<file path="src/rtl/store_log_fifo.sv">
// Store-log FIFO with registered read port and a sticky overflow flag.
// A push into a full FIFO survives only if a pop frees a slot on the same edge.
module store_log_fifo #(
  parameter int DATA_W = 64,
  parameter int DEPTH  = 8
) (
  input  logic              clk,
  input  logic              rst,
  input  logic              i_push,
  input  logic [DATA_W-1:0] i_push_data,
  input  logic              i_pop,
  output logic              o_rd_valid,
  output logic [DATA_W-1:0] o_rd_data,
  output logic              o_empty,
  output logic              o_overflow
);

  localparam int AW = $clog2(DEPTH);

  logic [DATA_W-1:0] r_mem [DEPTH];
  logic [AW:0]       r_wr_ptr;
  logic [AW:0]       r_rd_ptr;
  logic              r_rd_valid;
  logic [DATA_W-1:0] r_rd_data;
  logic              r_overflow;

  logic w_empty;
  logic w_full;
  logic w_do_pop;
  logic w_do_push;

  // Extra pointer MSB distinguishes full from empty when the indices match.
  assign w_empty   = (r_wr_ptr == r_rd_ptr);
  assign w_full    = (r_wr_ptr[AW] != r_rd_ptr[AW]) &&
                     (r_wr_ptr[AW-1:0] == r_rd_ptr[AW-1:0]);
  assign w_do_pop  = i_pop && !w_empty;
  assign w_do_push = i_push && (!w_full || w_do_pop);

  always_ff @(posedge clk) begin
    if (rst) begin
      r_wr_ptr   <= '0;
      r_rd_ptr   <= '0;
      r_rd_valid <= 1'b0;
      r_rd_data  <= '0;
      r_overflow <= 1'b0;
    end else begin
      r_rd_valid <= w_do_pop;
      if (w_do_pop) begin
        r_rd_data <= r_mem[r_rd_ptr[AW-1:0]];
        r_rd_ptr  <= r_rd_ptr + 1'b1;
      end
      if (w_do_push) begin
        r_wr_ptr <= r_wr_ptr + 1'b1;
      end
      if (i_push && !w_do_push) begin
        r_overflow <= 1'b1;
      end
    end
  end

  always_ff @(posedge clk) begin
    if (w_do_push) begin
      r_mem[r_wr_ptr[AW-1:0]] <= i_push_data;
    end
  end

  assign o_rd_valid = r_rd_valid;
  assign o_rd_data  = r_rd_data;
  assign o_empty    = w_empty;
  assign o_overflow = r_overflow;

endmodule

</file>
<file path="config.mk">
export PLATFORM = sky130hd
export DESIGN_NAME = store_log_fifo
export DESIGN_NICKNAME = d
export VERILOG_FILES = /design/src/rtl/store_log_fifo.sv
export SDC_FILE = /design/constraint.sdc
export NUM_CORES = 1
export LEC_CHECK = 0
export ABC_AREA = 1
export CAP_MARGIN = 20
export CORE_MARGIN = 1
export CORE_UTILIZATION = 51
export DETAILED_ROUTE_END_ITERATION = 12
export PLACE_DENSITY = 0.69
export SETUP_SLACK_MARGIN = 0.3
export SYNTH_ARGS = -nofsm -noshare
export SYNTH_HDL_FRONTEND = slang
export SYNTH_SLANG_ARGS = --single-unit
</file>
<file path="constraint.sdc">
create_clock -name clk -period 6.35 [get_ports clk]
set_clock_uncertainty 0.15 [all_clocks]
set_input_delay 1.27 -clock clk [delete_from_list [all_inputs] [get_ports clk]]
set_output_delay 1.27 -clock clk [all_outputs]
set_load 0.03 [all_outputs]
</file>
# Word level (Yosys, flattened, before mapping)
# Memory sizes are Yosys's and may differ from the RTL's. A register that Yosys moved wholly into a read port is not among the register bits.
# Cells that the tools add are included.
# totals
regBits	10
ramBits	512
inputBits	68
word_cells	20
n_memories	1
# classes
n_addsub	2
eq_ne	3
n_mux	2
n_reduce_logical	8
# mem_list
name	words	word_bits	rd	rd_ports_with_merged_regs	write_ports	line_no	rtl
r_mem	8	64	1	1	1	20	logic [DATA_W-1:0] r_mem [DEPTH];
# ops
cell	n
$add A4 B1 Y4 const B	2
$eq A4 B4 Y1	1
$logic_and A1 B1 Y1	4
$eq A3 B3 Y1	1
$logic_not A1 Y1	3
$mux W1	2
$logic_or A1 B1 Y1	1
$ne A1 B1 Y1	1

# Longest topological paths before layout
# Gate-level depths: netlist of run 1.
# depth
ltp_word	7
ltp_mapped	13
depth_no_buf	9

# Worst setup path before layout of run 1
# Ideal clock, no wire load.
# synth_timing
kind	input to register
start	input i_pop
end	memory r_mem[0][0] (enable)
setup_time_ns	0.486
t_arrival_ns	4.386
required_time_ns	5.714
setup_slack_ns	1.328
stages	5
path_cell_list	inv_1 > nand4_1 > buf_2 > nand3_1 > nor2_1
# synth_between
elab_chain_len	5
# synth_rtl
element	line_no	rtl
from (decl)	11	input logic i_pop,
$logic_and A1 B1 Y1	36	assign w_do_pop = i_pop && !w_empty;
$logic_or A1 B1 Y1	37	assign w_do_push = i_push && (!w_full || w_do_pop);
$logic_and A1 B1 Y1	37	
$mux W1	62	if (w_do_push) begin
$mux W1 (implied by the code)	63	r_mem[r_wr_ptr[AW-1:0]] <= i_push_data;
to (decl)	20	
# Every way passes these cells.

# Worst setup path in the final report of run 1
# layout_timing
start	register r_rd_ptr[1]
end	output o_empty
# layout_between
elab_chain_len	1
# layout_rtl
element	line_no	rtl
from (decl)	22	logic [AW:0] r_rd_ptr;
from (signal assigned)	50	r_rd_ptr <= r_rd_ptr + 1'b1;
$eq A4 B4 Y1	33	assign w_empty = (r_wr_ptr == r_rd_ptr);
to (decl)	14	output logic o_empty,
# Every way passes these cells.

==> results of run 1 <==
[worst max-delay path: cells and delay by family (launching register included)]
family | cells | cell delay, ns
AND/OR/NAND/NOR | 4 | 0.51
buffers and inverters | 3 | 1.22
flip-flops | 1 | 0.97
[cells by family (layout without fill, tap and decap cells)]
kind of cell    count (synthesis)  count (layout)  synth area share [%]
flops                         586             586                  71.1
compound gates                328             328                  6.92
fa+ha+maj                       2               2                 0.106
buf+inv                       201             336                  4.32
xor+xnor                        3               3                 0.111
simple gates                 1014            1014                  17.5
[cell usage after synthesis, drive strengths merged]
master / number
dfxtp: 74
inv: 79
edfxtp: 512
clkbuf: 51
nor3: 1
ha: 2
nand3: 8
nand2: 407
xnor2: 1
nand4: 1
o21ai: 322
nor2: 597
xor2: 2
buf: 71
a21oi: 6
[routing by layer]
layer | GRT usage [%] | share of wire [%] | vias to the layer above
li1 | - | - | 7325
met1 | 27.6 | 43 | 7148
met2 | 36.2 | 50 | 381
met3 | 2.57 | 4.1 | 90
met4 | 8.15 | 2.9 | 0
met5 | 0 | 0 | -
[path summary, 6_finish.rpt]
kind,start,end,slack (ns)
min reg2reg,o_overflow$_SDFFE_PP0P_,o_overflow$_SDFFE_PP0P_,0.32
min,o_overflow$_SDFFE_PP0P_,o_overflow$_SDFFE_PP0P_,0.32
max reg2reg,r_rd_ptr[2]$_SDFFE_PP0P_,r_mem[2][31]$_DFFE_PP_,1.97
max,r_rd_ptr[1]$_SDFFE_PP0P_,o_empty,1.60
[power by group through the flow]
stage / clock (W) / combinational (W) / sequential, W
after floorplan: 0 / 0.000956 / 0.00461
after global placement: 0 / 0.00144 / 0.00453
after detailed placement: 0 / 0.00146 / 0.00454
after CTS: 0.00333 / 0.00147 / 0.00445
after global routing: 0.00349 / 0.00163 / 0.00447
final: 0.00329 / 0.00145 / 0.00445
[registers in the layout (all words and copies together), names as in the netlist]
signal and flops:
r_rd_ptr 4, o_overflow 1, o_rd_valid 1, r_mem 512
r_wr_ptr 4, o_rd_data 64
[stage by stage]
step                      total power [W]  utilization (%)  worst slack [ns]
final                             0.00919             59.6              1.60
after floorplan                   0.00557                -              1.33
after global routing              0.00959             59.6              1.39
after detailed placement          0.00600             55.6              1.70
after global placement            0.00597             55.6              1.76
after CTS                         0.00926             59.5              1.54
[cell type report]
type                            instances  area, sq um
Fill cell                            3615        18400
Timing Repair Buffer                  152         1530
Clock buffer                           73         1540
Tap cell                              600          751
Clock inverter                         32          275
Multi-Input combinational cell       1347         5890
Inverter                               79          308
Sequential cell                       586        16900
==> results.toml, run 1 <==
[critical_path]
required_ns = 4.93
path_cells = "inv_6 > nand2_1 > nand2_1 > nor2_4 > nand2_4 > inv_1 > clkdlybuf4s50_1"
crit_path_max_fanout = 101
critical_path_class = "flip-flop to output pin"
critPathLaunchType = "flip-flop"
cpMaxStageDelayCell = "dfxtp_4"
crit_top_cell = "nand2_1"
critPathMaxStageDelay_ns = 0.97
end_kind = "output pin"
arrival_ns = 3.33
reg2regPathDepth = 9

[finish]
final_cells = 2869
fin_area_sq_mm = 0.0272
final_cell_mix = "512 x edfxtp_1, 472 x nor2_1, 403 x nand2_1"
drive_gt1_share_pct = 10.4
diodes = 0
syn_to_final_growth_pct = 14.5
nets = 2292
layout_commonest_cell = "edfxtp_1"

[grt]
grt.overflow.total = 0
grt_pass1_wl_microns = 78400
gr-usage-all-layers_pct = 21.2
grt_pass1_vias = 14513
grt_max_degree = 102
antenna_found_initial = 0

[cts]
hold_buffers = 0
tritoncts = "built"
clockBufferDepth = 3
cts_buffers = 56
h-tree-depth = 2
root_buffer = "clkbuf_16"
clk_pin_slew_ns = 0.06
worstSkewPairLatency_ns = 0.60
post_cts_buffers = 0
cts.sinks = 586
ctsResizeCount = 0

[timing]
rsz0062_at_grt = "false"
tightestPinTransition_ns = 1.07
period_share_pct = 74.8
setup-tns-final_ns = 0
maxSlewViolCount = 0
hold_violations = 0
relSlewSlack_pct = 28.4
period_minus_slack_ns = 4.75
setup_violations = 0
holdWs_ns = 0.322
fmax_mhz = 211

[pwr]
clkPwrFrac_pct = 35.7
switching_power_w = 0.00246
p_leak_nw = 9.78
power_density_mw_per_mm2 = 339
swShare_pct = 26.7
max-vdd-ir-drop_uv = 211
seq_power_share_pct = 48.4
p_int_w = 0.00674
comb_power_share_pct = 15.8

[floorplan]
io_pins = 135
start_util_pct = 52.0
std_cell_rows = 78
die_w_microns = 218
dieArea_sq_mm = 0.0474
die_h_microns = 218
core_area_sq_mm = 0.0456

[status]
status = "completed"

[placed_design]
place_inst = 2763
placed_cell_area_sq_mm = 0.0253
dpl.hpwl_microns = 26900
numPortBuffers = 134
place.gp.congestion = 0.765

[synth]
synth_cell_types = 27
yosysTopAreaCell = "edfxtp_1"
yosysSeqAreaShare_pct = 71.1
synth_nets = 2204
syn-cell-area_sq_mm = 0.0237
synth_cells = 2134
ys_warn_count = 0
yosys.area.top_type_share_pct = 64.8
syn_area_per_cell_sq_um = 11.1
ys_seq_elements = 586
synthTopCellsByArea = "edfxtp_1 65%, nor2_1 7.6%, nand2_1 6.4%"

[detailed_routing]
viasPerCell = 5.21
postRouteWirelength_microns = 49700
drc_errors = 0
dr.pass1.iters = 7
antenna_left = 0
first_iter_violations = 1253
vias = 14944
drt-wirelength-per-cell_microns = 17.3

[min_path]
min_path_type = "flip-flop to flip-flop"
hold_depth = 2

[flow_run]
max_cap_violations = 0
No activity file was read; power rests on OpenSTA's default activity.
==> inputs of run 2 (changes only) <==
--- a/config.mk
+++ b/config.mk
@@ -10,7 +10,7 @@
 export CORE_MARGIN = 1
 export CORE_UTILIZATION = 51
 export DETAILED_ROUTE_END_ITERATION = 12
-export PLACE_DENSITY = 0.69
+export PLACE_DENSITY = 0.72
 export SETUP_SLACK_MARGIN = 0.3
 export SYNTH_ARGS = -nofsm -noshare
 export SYNTH_HDL_FRONTEND = slang
==> constraint.sdc (replaced) <==
create_clock -name clk -period 4 [get_ports clk]
set_clock_uncertainty 0.15 [all_clocks]
set_input_delay 0.8 -clock clk [delete_from_list [all_inputs] [get_ports clk]]
set_output_delay 0.8 -clock clk [all_outputs]
set_load 0.03 [all_outputs]
==> results.toml, run 2 (same netlist as run 1, synthesis figures left out) <==
[status]
status = "completed"

[floorplan]
start_util_pct = 52.0
io_pins = 135
core_area_sq_mm = 0.0456
dieArea_sq_mm = 0.0474
std_cell_rows = 78
die_w_microns = 218
die_h_microns = 218

[timing]
rsz0062_at_grt = "false"
fmax_mhz = 297
relSlewSlack_pct = 23.4
holdWs_ns = 0.346
period_share_pct = 84.3
setup_violations = 0
tightestPinTransition_ns = 1.15
hold_violations = 0
period_minus_slack_ns = 3.37
setup-tns-final_ns = 0
maxSlewViolCount = 0

[critical_path]
critical_path_class = "flip-flop to output pin"
reg2regPathDepth = 7
required_ns = 3.05
critPathCapture = "o_empty"
end_kind = "output pin"
rr_startpoint = "r_rd_ptr[0]$_SDFFE_PP0P_"
critPathLaunchType = "flip-flop"
arrival_ns = 2.42
crit_path_max_fanout = 28
crit_start = "r_rd_ptr[2]$_SDFFE_PP0P_"
rr_endpoint = "r_mem[6][28]$_DFFE_PP_"
r2r_setup_slack_ns = 1.12

[cts]
tritoncts = "built"
ctsResizeCount = 0
root_buffer = "clkbuf_16"
cts.sinks = 586
h-tree-depth = 2
cts_buffers = 58
hold_buffers = 0
clockBufferDepth = 3
clk_pin_slew_ns = 0.06
worstSkewPairLatency_ns = 0.60
post_cts_buffers = 0

[finish]
nets = 2302
fin_area_sq_mm = 0.0275
drive_gt1_share_pct = 11.0
final_util_pct = 60.4
final_cell_mix = "512 x edfxtp_1, 472 x nor2_1, 403 x nand2_1"
layout_commonest_cell = "edfxtp_1"
syn_to_final_growth_pct = 16.0
largest_register_ffs = 512

[min_path]
hold_depth = 2
min_path_type = "flip-flop to flip-flop"

[flow_run]
max_cap_violations = 0

[placed_design]
numPortBuffers = 134
dpl.hpwl_microns = 26200
place.gp.congestion = 0.768
placed_cell_area_sq_mm = 0.0255

[grt]
grt_pass1_wl_microns = 79500
grt.overflow.total = 0
gr-usage-all-layers_pct = 21.6
grt_pass1_vias = 15322
antenna_found_initial = 6
grt_max_degree = 258

[detailed_routing]
drc_errors = 0
drt-wirelength-per-cell_microns = 17.6
postRouteWirelength_microns = 50800
antenna_left = 0
first_iter_violations = 1189
vias = 15238
dr.pass1.iters = 5
viasPerCell = 5.28

[pwr]
p_leak_nw = 9.92
max-vdd-ir-drop_uv = 333
power_density_mw_per_mm2 = 545
-- run 2: cell count changes in the layout (fill, tap and decap cells not counted), sizes merged --
cell / before / now
bufinv: 5 / 9
clkinvlp: 0 / 3
diode: 0 / 5
clkinv: 26 / 27
buf: 18 / 26
clkbuf: 73 / 70
-- run 2: stage by stage --
step | cells | power, W | setup slack (ns)
finish | 2887 | 0.0150 | 0.628
global route | 2886 | 0.0156 | 0.543
CTS | 2882 | 0.0151 | 0.583
detailed placement | 2772 | 0.00953 | 0.540
global placement | 2772 | 0.00946 | 0.578
floorplan | 2134 | 0.00884 | -0.552
-- run 2: metal layers --
metal | up-vias | routed length, microns | GRT usage, %
li1 | 7349 | - | -
met1 | 7338 | 20900 | 26.6
met2 | 451 | 25900 | 37.8
met3 | 98 | 2590 | 3.04
met4 | 2 | 1400 | 9.67
met5 | - | 13 | 0
-- run 2: critical path: stages, from the launching register on --
cell and delay [ns]:
dfxtp_4 0.60, inv_2 0.06, nand2_1 0.06, nand2_1 0.07, nor2_1 0.18, nand2_4 0.11
inv_1 0.06, clkdlybuf4s50_1 0.66
-- run 2: how the worst min path moves through the flow --
stage                        startpoint                  endpoint
6_report        o_overflow$_SDFFE_PP0P_   o_overflow$_SDFFE_PP0P_
2_1_floorplan  r_rd_ptr[3]$_SDFFE_PP0P_  r_rd_ptr[3]$_SDFFE_PP0P_
3_3_place_gp    o_overflow$_SDFFE_PP0P_   o_overflow$_SDFFE_PP0P_
3_5_place_dp    o_overflow$_SDFFE_PP0P_   o_overflow$_SDFFE_PP0P_
4_1_cts         o_overflow$_SDFFE_PP0P_   o_overflow$_SDFFE_PP0P_
5_1_grt         o_overflow$_SDFFE_PP0P_   o_overflow$_SDFFE_PP0P_
-- run 2: layout make-up --
cell class	instances	area, sq um
diodes	5	12.5
clock inverters	40	429
multi-input cells	1347	5890
clock buffers	70	1560
repair buffers	160	1690
flip-flops and latches	586	16900
fillers	3547	18100
well taps	600	751
inverters	79	308
-- run 2: power by group --
part	internal [W]	switching (W)	total [W]
sequential	0.00689	0.000114	0.00701
combinational	0.000802	0.00158	0.00239
clock	0.00335	0.00224	0.00559
total	0.0111	0.00394	0.0150
==> inputs of run 3 (changes only) <==
--- a/config.mk
+++ b/config.mk
@@ -10,7 +10,7 @@
 export CORE_MARGIN = 1
 export CORE_UTILIZATION = 51
 export DETAILED_ROUTE_END_ITERATION = 12
-export PLACE_DENSITY = 0.72
+export PLACE_DENSITY = 0.69
 export SETUP_SLACK_MARGIN = 0.3
 export SYNTH_ARGS = -nofsm -noshare
 export SYNTH_HDL_FRONTEND = slang
==> constraint.sdc (replaced) <==
create_clock -name clk -period 3.35 [get_ports clk]
set_clock_uncertainty 0.15 [all_clocks]
set_input_delay 0.67 -clock clk [delete_from_list [all_inputs] [get_ports clk]]
set_output_delay 0.67 -clock clk [all_outputs]
set_load 0.03 [all_outputs]
==> results.toml, run 3 (same netlist as run 1, synthesis figures left out) <==
[status]
status = "completed"

[critical_path]
crit_path_max_fanout = 60
reg2regPathDepth = 8
path_cells = "inv_6 > nand2_2 > nand2_2 > nor2_4 > nand2_4 > inv_1 > buf_4"
crit_cells = 7
crit_top_cell = "nand2_2"
arrival_ns = 1.87
end_kind = "output pin"
crit_buf_inv = 3
required_ns = 2.53
crit_family = "buffers and inverters"
critPathLaunchType = "flip-flop"
critical_path_class = "flip-flop to output pin"
cpMaxStageDelayCell = "dfxtp_4"
critPathMaxStageDelay_ns = 0.38

[detailed_routing]
drt-wirelength-per-cell_microns = 17.5
antenna_left = 0
postRouteWirelength_microns = 50300
first_iter_violations = 1267
viasPerCell = 5.24
vias = 15115
drc_errors = 0
dr.pass1.iters = 6

[min_path]
hold_depth = 2
min_path_type = "flip-flop to flip-flop"

[placed_design]
placed_cell_area_sq_mm = 0.0256
place.gp.congestion = 0.740
numPortBuffers = 134
dpl.hpwl_microns = 27100
place_inst = 2774

[timing]
setup-tns-final_ns = 0
fmax_mhz = 372
rsz0062_at_grt = "false"
period_share_pct = 80.2
maxSlewViolCount = 0
relSlewSlack_pct = 30.4
period_minus_slack_ns = 2.69
tightestPinTransition_ns = 1.04
hold_violations = 0
setup_violations = 0

[grt]
grt_pass1_vias = 14781
grt.overflow.total = 0
gr-usage-all-layers_pct = 21.4
antenna_found_initial = 2
grt_pass1_wl_microns = 79200
grt_max_degree = 200

[floorplan]
die_h_microns = 218
core_area_sq_mm = 0.0456
die_w_microns = 218
std_cell_rows = 78
io_pins = 135
dieArea_sq_mm = 0.0474
start_util_pct = 52.0

[cts]
hold_buffers = 0
root_buffer = "clkbuf_16"
cts_buffers = 57
cts.sinks = 586
worstSkewPairLatency_ns = 0.60
clk_pin_slew_ns = 0.06
post_cts_buffers = 0
tritoncts = "built"
h-tree-depth = 2
ctsResizeCount = 0
clockBufferDepth = 3

[finish]
final_util_pct = 60.1
largest_register_ffs = 512
syn_to_final_growth_pct = 15.6
fillerInstances = 3532
final_cell_mix = "512 x edfxtp_1, 472 x nor2_1, 403 x nand2_1"
fin_area_sq_mm = 0.0274
final_cells = 2883
drive_gt1_share_pct = 11.3
nets = 2303
layout_commonest_cell = "edfxtp_1"

[pwr]
p_int_w = 0.0128
seq_power_share_pct = 47.6
max-vdd-ir-drop_uv = 441
p_leak_nw = 9.87
power_w = 0.0175
comb_power_share_pct = 16.5
power_density_mw_per_mm2 = 639
switching_power_w = 0.00475
clkPwrFrac_pct = 35.9
swShare_pct = 27.1

[flow_run]
max_cap_violations = 0
run 3: cell types whose count changed in the layout (fill, tap and decap cells not counted), moves of 2 or more:
cell	delta
clkbuf_8	+5
diode_2	-3
clkinvlp_4	+4
clkinv_1	-8
clkbuf_16	-2
bufinv_16	-6
buf_12	+3
inv_6	+2
run 3: final timing paths:
kind	from	slack, ns	to
setup / recovery	r_rd_ptr[0]$_SDFFE_PP0P_	0.66	o_empty
hold / removal	o_overflow$_SDFFE_PP0P_	0.33	o_overflow$_SDFFE_PP0P_
setup reg to reg	r_rd_ptr[0]$_SDFFE_PP0P_	0.70	r_mem[2][40]$_DFFE_PP_
hold reg to reg	o_overflow$_SDFFE_PP0P_	0.33	o_overflow$_SDFFE_PP0P_
run 3: area by class of cell:
class	instances	area, sq um	share of cell area, %
Sequential cell	586	16900	61.5
Timing Repair Buffer	162	1740	6.34
Clock buffer	74	1580	5.77
Clock inverter	33	269	0.981
Inverter	79	308	1.12
Tap cell	600	751	2.74
Antenna cell	2	5.00	0.0183
Multi-Input combinational cell	1347	5890	21.5
run 3: power groups by stage:
stage | Sequential, W | Combinational (W) | Clock (W)
finish | 0.00834 | 0.00289 | 0.00628
global route | 0.00836 | 0.00323 | 0.00666
CTS | 0.00834 | 0.00293 | 0.00640
detailed placement | 0.00850 | 0.00290 | 0
global placement | 0.00848 | 0.00285 | 0
floorplan | 0.00874 | 0.00182 | 0
run 3: layer usage:
layer,global-route usage (%),part of all wire [%],up-vias,wire length (microns)
met2,37.7,51,418,25600
met3,2.83,5.0,66,2520
li1,-,-,7337,-
met5,0,0,-,0
met4,6.78,2.1,0,1040
met1,27.4,42,7294,21200
run 3: per-stage QoR:
stage / hold WS [ns] / worst slack, ns
final: 0.331 / 0.664
after global routing: 0.362 / 0.534
after CTS: 0.341 / 0.619
after detailed placement: 0.326 / 0.165
after global placement: 0.312 / 0.158
after floorplan: 0.319 / -0.157
run 3: tightest hold or removal path: stages, from the launching register on:
cell and delay (ns):
dfxtp_1 0.33, nor2_1 0.05, nor2_1 0.07
